File: src/rtl/mem_arbiter_pkg.sv
// Shared constants and types for the unified instruction/data RAM arbiter.
// Owner encoding tags the pending read response; defaults size the address and starvation bound.
package mem_arbiter_pkg;

    localparam int DATA_MEM_ADDR_SIZE = 10;
    localparam int STARVE_MAX_DEFAULT = 3;

    typedef enum logic [1:0] {
        OWNER_NONE = 2'd0,
        OWNER_IF   = 2'd1,
        OWNER_MEM  = 2'd2
    } owner_e;

    // Counter width able to hold 0..max (at least one bit so a disabled bound still elaborates).
    function automatic int starve_w(input int max);
        return (max > 1) ? $clog2(max + 1) : 1;
    endfunction

endpackage

File: src/rtl/mem_arbiter_starve_cnt.sv
// Counts consecutive cycles in which a fetch request was denied and raises
// force_if once the count reaches STARVE_MAX, guaranteeing fetch progress.
module mem_arbiter_starve_cnt
    import mem_arbiter_pkg::*;
#(
    parameter int STARVE_MAX = STARVE_MAX_DEFAULT
) (
    input  logic clk,
    input  logic rst,
    input  logic if_req,
    input  logic if_grant,
    output logic force_if
);

    localparam int            SW      = starve_w(STARVE_MAX);
    localparam logic [SW-1:0] CNT_MAX = SW'(STARVE_MAX);

    logic [SW-1:0] starve_cnt_q;
    logic [SW-1:0] starve_cnt_d;

    always_comb begin
        starve_cnt_d = '0;
        if (!rst && if_req && !if_grant) begin
            starve_cnt_d = (starve_cnt_q == CNT_MAX) ? CNT_MAX : starve_cnt_q + 1'b1;
        end
    end

    always_ff @(posedge clk) begin
        if (rst) begin
            starve_cnt_q <= '0;
        end else begin
            starve_cnt_q <= starve_cnt_d;
        end
    end

    // With STARVE_MAX == 0 the count is pinned at zero and forcing never happens.
    assign force_if = (STARVE_MAX != 0) && (starve_cnt_q == CNT_MAX);

endmodule

File: src/rtl/mem_arbiter.sv
// Shares one synchronous-read RAM between instruction fetch and the MEM-stage
// load/store port: MEM wins by default, fetch is force-granted after bounded starvation.
module mem_arbiter
    import mem_arbiter_pkg::*;
#(
    parameter int ADDR_W     = DATA_MEM_ADDR_SIZE,
    parameter int STARVE_MAX = STARVE_MAX_DEFAULT,
    parameter int CNT_W      = 16
) (
    input  logic              clk,
    input  logic              rst,
    input  logic              ifReq,
    input  logic [ADDR_W-1:0] ifAddr,
    output logic              ifStall,
    output logic              ifValid,
    output logic [31:0]       ifRData,
    input  logic              memRd,
    input  logic              memWr,
    input  logic [ADDR_W-1:0] memAddr,
    input  logic [31:0]       memWData,
    output logic              memStall,
    output logic              memValid,
    output logic [31:0]       memRData,
    output logic [ADDR_W-1:0] ramAddr,
    output logic [31:0]       ramData,
    output logic              ramWren,
    output logic              ramRden,
    input  logic [31:0]       ramQ,
    output logic [CNT_W-1:0]  conflictCount
);

    logic             mem_req;
    logic             grant_if;
    logic             grant_mem;
    logic             force_if;
    logic             if_valid;
    logic             mem_valid;
    owner_e           resp_owner_q;
    owner_e           resp_owner_d;
    logic [31:0]      if_hold_q;
    logic [31:0]      if_hold_d;
    logic [31:0]      mem_hold_q;
    logic [31:0]      mem_hold_d;
    logic [CNT_W-1:0] conflict_cnt_q;
    logic [CNT_W-1:0] conflict_cnt_d;

    mem_arbiter_starve_cnt #(
        .STARVE_MAX (STARVE_MAX)
    ) u_starve (
        .clk      (clk),
        .rst      (rst),
        .if_req   (ifReq),
        .if_grant (grant_if),
        .force_if (force_if)
    );

    // Nothing is granted while in reset, so stalls and RAM strobes all read 0.
    always_comb begin
        mem_req   = memRd | memWr;
        grant_if  = ~rst & ifReq & (force_if | ~mem_req);
        grant_mem = ~rst & mem_req & ~grant_if;
        ifStall   = ~rst & ifReq & ~grant_if;
        memStall  = ~rst & mem_req & ~grant_mem;
    end

    always_comb begin
        ramAddr = '0;
        ramData = '0;
        ramWren = 1'b0;
        ramRden = 1'b0;
        if (grant_if) begin
            ramAddr = ifAddr;
            ramRden = 1'b1;
        end else if (grant_mem) begin
            ramAddr = memAddr;
            // A simultaneous read and write is handled as a plain write.
            ramWren = memWr;
            ramRden = ~memWr;
            ramData = memWr ? memWData : 32'd0;
        end
    end

    always_comb begin
        resp_owner_d = OWNER_NONE;
        if (grant_if) begin
            resp_owner_d = OWNER_IF;
        end else if (grant_mem && !memWr) begin
            resp_owner_d = OWNER_MEM;
        end
    end

    always_comb begin
        if_valid   = ~rst & (resp_owner_q == OWNER_IF);
        mem_valid  = ~rst & (resp_owner_q == OWNER_MEM);
        if_hold_d  = rst ? 32'd0 : (if_valid ? ramQ : if_hold_q);
        mem_hold_d = rst ? 32'd0 : (mem_valid ? ramQ : mem_hold_q);
        ifValid    = if_valid;
        memValid   = mem_valid;
        ifRData    = if_valid ? ramQ : if_hold_q;
        memRData   = mem_valid ? ramQ : mem_hold_q;
    end

    always_comb begin
        conflict_cnt_d = conflict_cnt_q;
        if (rst) begin
            conflict_cnt_d = '0;
        end else if (ifReq && mem_req && (conflict_cnt_q != {CNT_W{1'b1}})) begin
            conflict_cnt_d = conflict_cnt_q + CNT_W'(1);
        end
    end

    assign conflictCount = conflict_cnt_q;

    always_ff @(posedge clk) begin
        if (rst) begin
            resp_owner_q   <= OWNER_NONE;
            if_hold_q      <= '0;
            mem_hold_q     <= '0;
            conflict_cnt_q <= '0;
        end else begin
            resp_owner_q   <= resp_owner_d;
            if_hold_q      <= if_hold_d;
            mem_hold_q     <= mem_hold_d;
            conflict_cnt_q <= conflict_cnt_d;
        end
    end

endmodule

File: config.mk
export PLATFORM = sky130hd
export DESIGN_NAME = mem_arbiter
export DESIGN_NICKNAME = d
export VERILOG_FILES = /design/src/rtl/mem_arbiter_pkg.sv /design/src/rtl/mem_arbiter_starve_cnt.sv /design/src/rtl/mem_arbiter.sv
export SDC_FILE = /design/constraint.sdc
export NUM_CORES = 1
export LEC_CHECK = 0
export BUFFER_PORTS_ARGS = -buffer_cell sky130_fd_sc_hd__buf_2
export CORE_ASPECT_RATIO = 0.8
export CORE_MARGIN = 5
export CORE_UTILIZATION = 44
export DETAILED_ROUTE_END_ITERATION = 6
export GPL_ROUTABILITY_DRIVEN = 0
export PLACE_DENSITY_LB_ADDON = 0.25
export SKIP_CTS_REPAIR_TIMING = 1
export SYNTH_ARGS = -nofsm -noshare
export SYNTH_HDL_FRONTEND = slang
export SYNTH_SLANG_ARGS = --single-unit
File: constraint.sdc
create_clock -name clk -period 2.35 [get_ports clk]
set_clock_uncertainty 0.2 [all_clocks]
set_input_delay 0.47 -clock clk [delete_from_list [all_inputs] [get_ports clk]]
set_output_delay 0.47 -clock clk [all_outputs]
set_load 0.05 [all_outputs]
### After elaboration in Yosys (flattened, before gate mapping)

Index checks and enable logic that the tools add are counted.

* RAM bits: 0
* input port bits: 89
* memories kept: 0
* bits in registers: 84
* latch bits: 0
* ROM bits: 0
* output and inout port bits: 128

* bitwise gates (word level): 16
* eq/ne operators: 4
* $lt $le $gt $ge: 0
* multipliers: 0
* div/mod/pow operators: 0
* $add $sub $neg: 2
* muxes and demuxes: 14
* reductions and logical operators: 10
* shift-type cells: 0

Operator list (number)
* 32-bit two-way mux: 5
* 10-bit two-way mux: 2
* 16-bit by 1-bit adder with 16-bit output (second input constant): 1
* 16-bit != test (second input constant): 1
* 1-bit AND: 8
* 1-bit inverter: 6
* 1-bit logical AND: 5
* 1-bit two-way mux: 5
* 2-bit == test (second input constant): 2
* 2-bit two-way mux: 2
* 2-bit OR reduction: 2
* 1-bit logical NOT: 3
* 2-bit by 1-bit adder with 2-bit output (second input constant): 1
* 2-bit by 1-bit == test with 1-bit output (second input constant): 1
* 1-bit bitwise OR: 2

### Longest topological paths before layout

Gate-level depths: netlist of the first run.

* word-level depth: 9
* mapped depth: 6
* depth with buffers taken out: 5

### By module

From an unflattened synthesis of the first run, not the netlist that was laid out.

* cells, all modules: 372
* area total of the unflattened synthesis: 3844.9 um^2

By module, submodules not included
* mem_arbiter: cells each 365, area each 3757.4 um^2, seq. area each 1641.6 um^2, instances 1
* mem_arbiter_starve_cnt: cells each 7, area each 87.6 um^2, seq. area each 40.0 um^2, instances 1

### Worst setup path after synthesis of the first run

OpenSTA, ideal clock, no wires.

* path type: input -> output
* from: input port rst
* to: output port ifStall
* arrival time: 2.053 ns
* stages on the path: 3
* buffers on the path: 2
* setup slack: -0.373 ns
* required time: 1.680 ns
* cell sequence: buf_2 > clkbuf_1 > a211oi_1

* cells in the longest elaborated chain, start to end: 5

Ends and longest elaborated chain
* start: declaration: RTL line mem_arbiter.sv:11 `input logic rst,`
* 1-bit inverter *: RTL line mem_arbiter.sv:60, mem_arbiter.sv:62
* 1-bit AND *: RTL line mem_arbiter.sv:60, mem_arbiter.sv:62
* 1-bit AND: RTL line mem_arbiter.sv:60 `grant_if = ~rst & ifReq & (force_if | ~mem_req);`
* 1-bit inverter: RTL line mem_arbiter.sv:62 `ifStall = ~rst & ifReq & ~grant_if;`
* 1-bit AND *: RTL line mem_arbiter.sv:62
* end: declaration: RTL line mem_arbiter.sv:14 `output logic ifStall,`

Every way passes the cells marked *; elsewhere a longest branch is shown, timed or not.

### Worst setup path after layout of the first run

* from: register u_starve.starve_cnt_q[0]
* to: output port ramData[23]

* cells in the longest elaborated chain, start to end: 7

Ends and longest elaborated chain
* start: declaration: RTL line mem_arbiter_starve_cnt.sv:18 `logic [SW-1:0] starve_cnt_q;`
* start signal: assignment: RTL line mem_arbiter_starve_cnt.sv:32 `starve_cnt_q <= starve_cnt_d;`
* 2-bit == test *: RTL line mem_arbiter_starve_cnt.sv:37 `assign force_if = (STARVE_MAX != 0) && (starve_cnt_q == CNT_MAX);`
* 1-bit bitwise OR *: RTL line mem_arbiter.sv:60
* 1-bit AND *: RTL line mem_arbiter.sv:60
* 1-bit inverter: RTL line mem_arbiter.sv:61 `grant_mem = ~rst & mem_req & ~grant_if;`
* 1-bit AND: RTL line mem_arbiter.sv:61
* 32-bit two-way mux: RTL line mem_arbiter.sv:74 `end else if (grant_mem) begin`
* 32-bit two-way mux *: RTL line mem_arbiter.sv:71 `if (grant_if) begin`
* end: declaration: RTL line mem_arbiter.sv:25 `output logic [31:0] ramData,`

Marked as above.

==> results_dict.tcl, run 1 <==
set metrics [dict create \
    period_share_pct 108 \
    hold_path_class "reg -> reg" \
    ys_top_cells_by_count "and2_1, dfxtp_1, mux2_2, clkbuf_1" \
    fillers 475 \
    die_h_um 93.5 \
    r2r-start "conflictCount[0]$_SDFFE_PP0P_" \
    drc 0 \
    setup_ws_ps -186 \
    grt_pass1_vias 3447 \
    htree_levels 3 \
    post-synth-top-area-cell "dfxtp_1" \
    synth_most_common_cell "and2_1" \
    yosys_warnings 0 \
    areaGrowthSynthToFinish_pct 82.2 \
    io_buffers 216 \
    hold_path_end "u_starve.starve_cnt_q[0]$_SDFF_PP0_" \
    fmax_mhz 394 \
    power.switching_mw 1.04 \
    yosysUniqueCellTypes 46 \
    antenna_cells 0 \
    synth_area_mm2 0.00384 \
    synth.net_count 459 \
    fin_cells 739 \
    grt_util_all_layers_pct 19.3 \
    drive_gt1_share_pct 65.9 \
    seq_power_share_pct 42.6 \
    die_area_mm2 0.0107 \
    violations "setup timing" \
    r2r_cells 5 \
    leakagePower_nw 3.26 \
    cts_tree "built" \
    holdWs_ps 260 \
    worst_setup_path_start_kind "flip-flop" \
    num_rows 30 \
    core_area_mm2 0.00848 \
    cts.clk_slew.worst_paths_ps 80 \
    initial_core_util_pct 45.2 \
    pin_count 217 \
    finalNetCount 712 \
    synth-seq-cells 84 \
    combPwrFrac_pct 26.1 \
    vias 3858 \
    synth_enable_flop_cells 0 \
    antenna_found_initial 0 \
    ant_nets 0 \
    die_width_um 114 \
    synth.avg_cell_area_um2 10.4 \
    totalWireLength_mm 14.2 \
    synth_flop_cell "dfxtp_1" \
    period_needed_ps 2540 \
    seq_area_mm2 0.00169 \
    drv_slew 0 \
    root_buffer "clkbuf_8" \
    clock_latency_ps 350 \
    grt_max_degree 66 \
    required_ps 1680 \
    hpwl_mm 8.12 \
    numCtsBuffers 9 \
    multi_input_area_mm2 0.00242 \
    cp_max_fo 7 \
    finalSetupViolations 98 \
    worstPathArrival_ps 1870 \
    synth_top_area_share_pct 43.8 \
    cap_violations 0 \
    dp_cells 696 \
    syn_inst 369 \
    regToRegSetupSlack_ps 360 \
    hold_path_depth 1 \
    hp-start "u_starve.starve_cnt_q[0]$_SDFF_PP0_" \
    max-clock-path-buffers 2 \
    first_pass_iters 4 \
    hold_viol 0 \
    grt_overflow 0 \
    drt_iter0_markers 154 \
    ir_drop_uv 328 \
    share_clk_of_total_power_pct 31.3 \
    worstMarginPinSlew_ps 500 \
    yosys-top-cells-area "dfxtp_1, mux2_2, and2_1" \
    worstReg2RegEnd "conflictCount[14]$_SDFFE_PP0P_" \
    max-slew-margin-rel_pct 66.7 \
    path_class "reg -> out" \
    p_int_mw 2.40 \
    vias_per_cell 5.22 \
    avgRoutedWirePerCell_um 19.2 \
    p_sw_share_pct 30.2 \
    rsz0062_at_grt "true" \
    cts_sinks 84 \
    synth-seq-area-share_pct 43.8 \
    status "finished with violations" \
    endpoint_kind "output port" \
    async_reset_ff_share_pct 0 \
    grt_pass1_wl_mm 16.7 \
    power_density_mw_per_mm2 491 \
]
==> flip-flops by register name, summed over array words and instances (netlist names) <==
| signal | flops |
|---|---|
| conflictCount | 16 |
| resp_owner_q | 2 |
| if_hold_q | 32 |
| u_starve.starve_cnt_q | 2 |
| mem_hold_q | 32 |
==> cell families (layout without fill, tap and decap cells) <==
logic type	count (synthesis)	after routing	synth area share (%)
simple gates	160	160	26.6
mux	69	69	20.3
flops	84	84	43.8
buf+inv	22	280	2.80
fa+ha+maj	1	1	0.326
xor+xnor	1	1	0.228
compound gates	32	32	5.93
==> per-stage QoR <==
step                TNS, ps  setup slack [ps]  total power, mW  area [µm²]  utilization, %
global route         -17620              -264             3.56        6990            82.4
floorplan             -1490             -65.6             1.93        3920               -
global placement      -6240              -135             2.12        5210            61.4
detailed placement    -9770              -261             2.13        5210            61.4
finish               -10640              -186             3.43        6990            82.4
CTS                  -22740              -377             3.19        5420            63.9
==> cells in the final DEF (no fill, tap or decap), types with 6 or more instances in the layout <==
cell / count
clkbuf_8: 11
buf_6: 33
and2_4: 29
nor2_1: 9
dfxtp_1: 78
buf_8: 80
a21oi_1: 7
a22o_2: 8
and2_1: 64
buf_2: 117
mux2_4: 53
nor3_1: 10
buf_4: 25
nand2_1: 6
mux2_2: 15
==> power groups by stage <==
stage / Clock (mW) / Combinational, mW / Sequential, mW
after global placement: 0 / 0.626 / 1.49
after global routing: 1.17 / 0.927 / 1.47
after floorplan: 0 / 0.435 / 1.50
final: 1.07 / 0.894 / 1.46
after detailed placement: 0 / 0.635 / 1.49
after CTS: 1.09 / 0.636 / 1.46
==> worst max-delay path, cell delays in order (launching register included) <==
cell and delay (ps):
dfxtp_4 370, o2bb2ai_2 120, and3_4 190, nor3b_4 250, buf_6 160, buf_6 120, and2_2 170, buf_8 150
==> how the worst max path moves through the flow <==
stage | cells past startpoint | start | slack, ps | end
2_1_floorplan | 4 | rst | -70 | ifRData[22]
3_3_place_gp | 6 | rst | -130 | ramAddr[7]
3_5_place_dp | 6 | rst | -260 | ramAddr[1]
4_1_cts | 5 | u_starve.starve_cnt_q[0]$_SDFF_PP0_ | -380 | ramAddr[1]
5_1_grt | 7 | u_starve.starve_cnt_q[0]$_SDFF_PP0_ | -260 | ramData[23]
6_report | 7 | u_starve.starve_cnt_q[0]$_SDFF_PP0_ | -190 | ramData[23]
==> routing by layer <==
metal	share of wire (%)	global-route usage, %	vias up
li1	-	-	1786
met4	1.2	4.85	0
met5	0	0	-
met1	39	24.3	1910
met2	54	32.2	146
met3	5.1	5.69	16
==> final cells by class <==
type | count | share of cell area (%)
clock inverter | 5 | 0.841
inverter | 1 | 0.0537
timing repair buffer | 263 | 36.2
tap | 112 | 2.00
clock buffer | 11 | 2.16
multi-input combinational | 263 | 34.6
sequential | 84 | 24.2
Note: power is estimated with default switching activity, not from simulation.
==> run 2: changes to the inputs <==
--- a/config.mk
+++ b/config.mk
@@ -5,11 +5,11 @@
 export SDC_FILE = /design/constraint.sdc
 export NUM_CORES = 1
 export LEC_CHECK = 0
-export BUFFER_PORTS_ARGS = -buffer_cell sky130_fd_sc_hd__buf_2
 export CORE_ASPECT_RATIO = 0.8
 export CORE_MARGIN = 5
-export CORE_UTILIZATION = 44
+export CORE_UTILIZATION = 56
 export DETAILED_ROUTE_END_ITERATION = 6
+export DONT_BUFFER_PORTS = 1
 export GPL_ROUTABILITY_DRIVEN = 0
 export PLACE_DENSITY_LB_ADDON = 0.25
 export SKIP_CTS_REPAIR_TIMING = 1
==> run 2 against run 1 <==
The run still ends with setup timing left. Cell count is 31% lower. Routed wire length is 20% lower. Sequential cell count stayed put.
==> results_dict.tcl, run 2 (synthesis gave the netlist of run 1 again) <==
set metrics [dict create \
    hold_path_class "in -> reg" \
    htree_levels 3 \
    finalNetCount 506 \
    cp_max_fo 8 \
    pin_count 217 \
    p_int_mw 2.03 \
    drive_gt1_share_pct 47.9 \
    layout_commonest_cell "dfxtp_1" \
    cap_violations 0 \
    setup-tns-final_ps -2500 \
    path_class "reg -> out" \
    max-slew-margin-rel_pct 63.3 \
    cp_cell_sequence "o2bb2ai_2, and3_4, nor3b_4, buf_6, clkbuf_16, and2_4" \
    grt_pass1_wl_mm 14.5 \
    cts.clk_slew.worst_paths_ps 80 \
    final_cell_mix "dfxtp_1, mux2_4, and2_1" \
    ant_nets 0 \
    first_pass_iters 4 \
    seq_power_share_pct 49.7 \
    violations "setup timing" \
    numCtsBuffers 9 \
    die_area_mm2 0.00862 \
    period_share_pct 104 \
    combPwrFrac_pct 21.0 \
    endpoint_kind "output port" \
    share_clk_of_total_power_pct 29.3 \
    worst_setup_path_start_kind "flip-flop" \
    finalSetupViolations 32 \
    root_buffer "clkbuf_8" \
    cpMaxStageDelayCell "dfxtp_4" \
    power_density_mw_per_mm2 575 \
    vias 2961 \
    utilization_pct 75.3 \
    num_rows 27 \
    slowest_delay_ps 360 \
    p_sw_share_pct 30.9 \
    areaGrowthSynthToFinish_pct 33.2 \
    worstMarginPinSlew_ps 546 \
    period_needed_ps 2440 \
    antenna_found_initial 0 \
    totalWireLength_mm 11.3 \
    avgRoutedWirePerCell_um 22.3 \
    io_buffers 0 \
    clock_latency_ps 340 \
    leakagePower_nw 2.14 \
    initial_core_util_pct 56.5 \
    power.switching_uw 907 \
    grt_max_degree 66 \
    place_ws_ps 139 \
    setup_ws_ps -90.2 \
    ir_drop_uv 350 \
    hpwl_mm 7.54 \
    status "finished with violations" \
    die_h_um 84.0 \
    vias_per_cell 5.84 \
    max-clock-path-buffers 2 \
    cts_sinks 84 \
    cts_tree "built" \
    worstPathArrival_ps 1770 \
    fmax_mhz 410 \
    core_area_mm2 0.00679 \
    drt_iter0_markers 114 \
    drc 0 \
    drv_slew 0 \
    grt_util_all_layers_pct 21.5 \
    hold_viol 0 \
    required_ps 1680 \
    grt_overflow 0 \
    die_width_um 103 \
    antenna_cells 0 \
    grt_pass1_vias 2785 \
    rsz0062_at_grt "true" \
    finalPower_mw 2.94 \
]
-- run 2: cell types whose count changed in the layout (fill, tap and decap cells not counted), moves of 3 or more --
| cell | delta |
|---|---|
| mux2_4 | +12 |
| buf_8 | -78 |
| buf_4 | +6 |
| buf_2 | -117 |
| and2_2 | -3 |
| buf_6 | -29 |
| and2_4 | +3 |
| mux2_2 | -12 |
| buf_12 | +8 |
-- run 2: worst max-delay path: cells and delay by family (launching register included) --
family | cells | cell delay, ps
AOI/OAI and AO/OA | 1 | 110
and+or+nand+nor | 3 | 630
DFF | 1 | 360
buffers and inverters | 2 | 330
-- run 2: area by class of cell --
class	instances	area, µm²
clock inverters	5	30.0
fillers	480	1680
multi-input cells	263	2430
inverters	1	3.75
flip-flops and latches	84	1690
well taps	87	109
clock buffers	10	128
repair buffers	57	723
-- run 2: per-stage QoR --
step | std cells | hold slack (ps) | instance area, µm²
after floorplan | 369 | 289 | 3920
after global placement | 473 | 304 | 4340
after detailed placement | 473 | 337 | 4340
after CTS | 488 | -30.8 | 4490
after global routing | 507 | -2.28 | 5110
final | 507 | 7.47 | 5110
-- run 2: layer usage --
layer	part of all wire (%)	routed length, µm	GRT usage [%]	up-vias
li1	-	-	-	1376
met1	41	4600	26.8	1440
met2	49	5530	34.8	140
met3	9.8	1100	7.85	5
met4	0.53	60	5.72	0
met5	0	0	0	-
-- run 2: worst paths after layout --
check	from	end	slack, ps	cells after the start
max	u_starve.starve_cnt_q[0]$_SDFF_PP0_	ramData[7]	-90	6
min	memWr	resp_owner_q[1]$_SDFF_PP0_	7	1
max reg2reg	conflictCount[0]$_SDFFE_PP0P_	conflictCount[15]$_SDFFE_PP0P_	350	5
min reg2reg	u_starve.starve_cnt_q[0]$_SDFF_PP0_	u_starve.starve_cnt_q[0]$_SDFF_PP0_	240	1
-- run 2: power by group through the flow --
stage               Sequential, mW  Combinational [mW]  Clock (mW)
floorplan                     1.50               0.435           0
global placement              1.49               0.513           0
detailed placement            1.49               0.519           0
CTS                           1.46               0.519       0.887
global route                  1.46               0.639       0.952
finish                        1.46               0.618       0.861
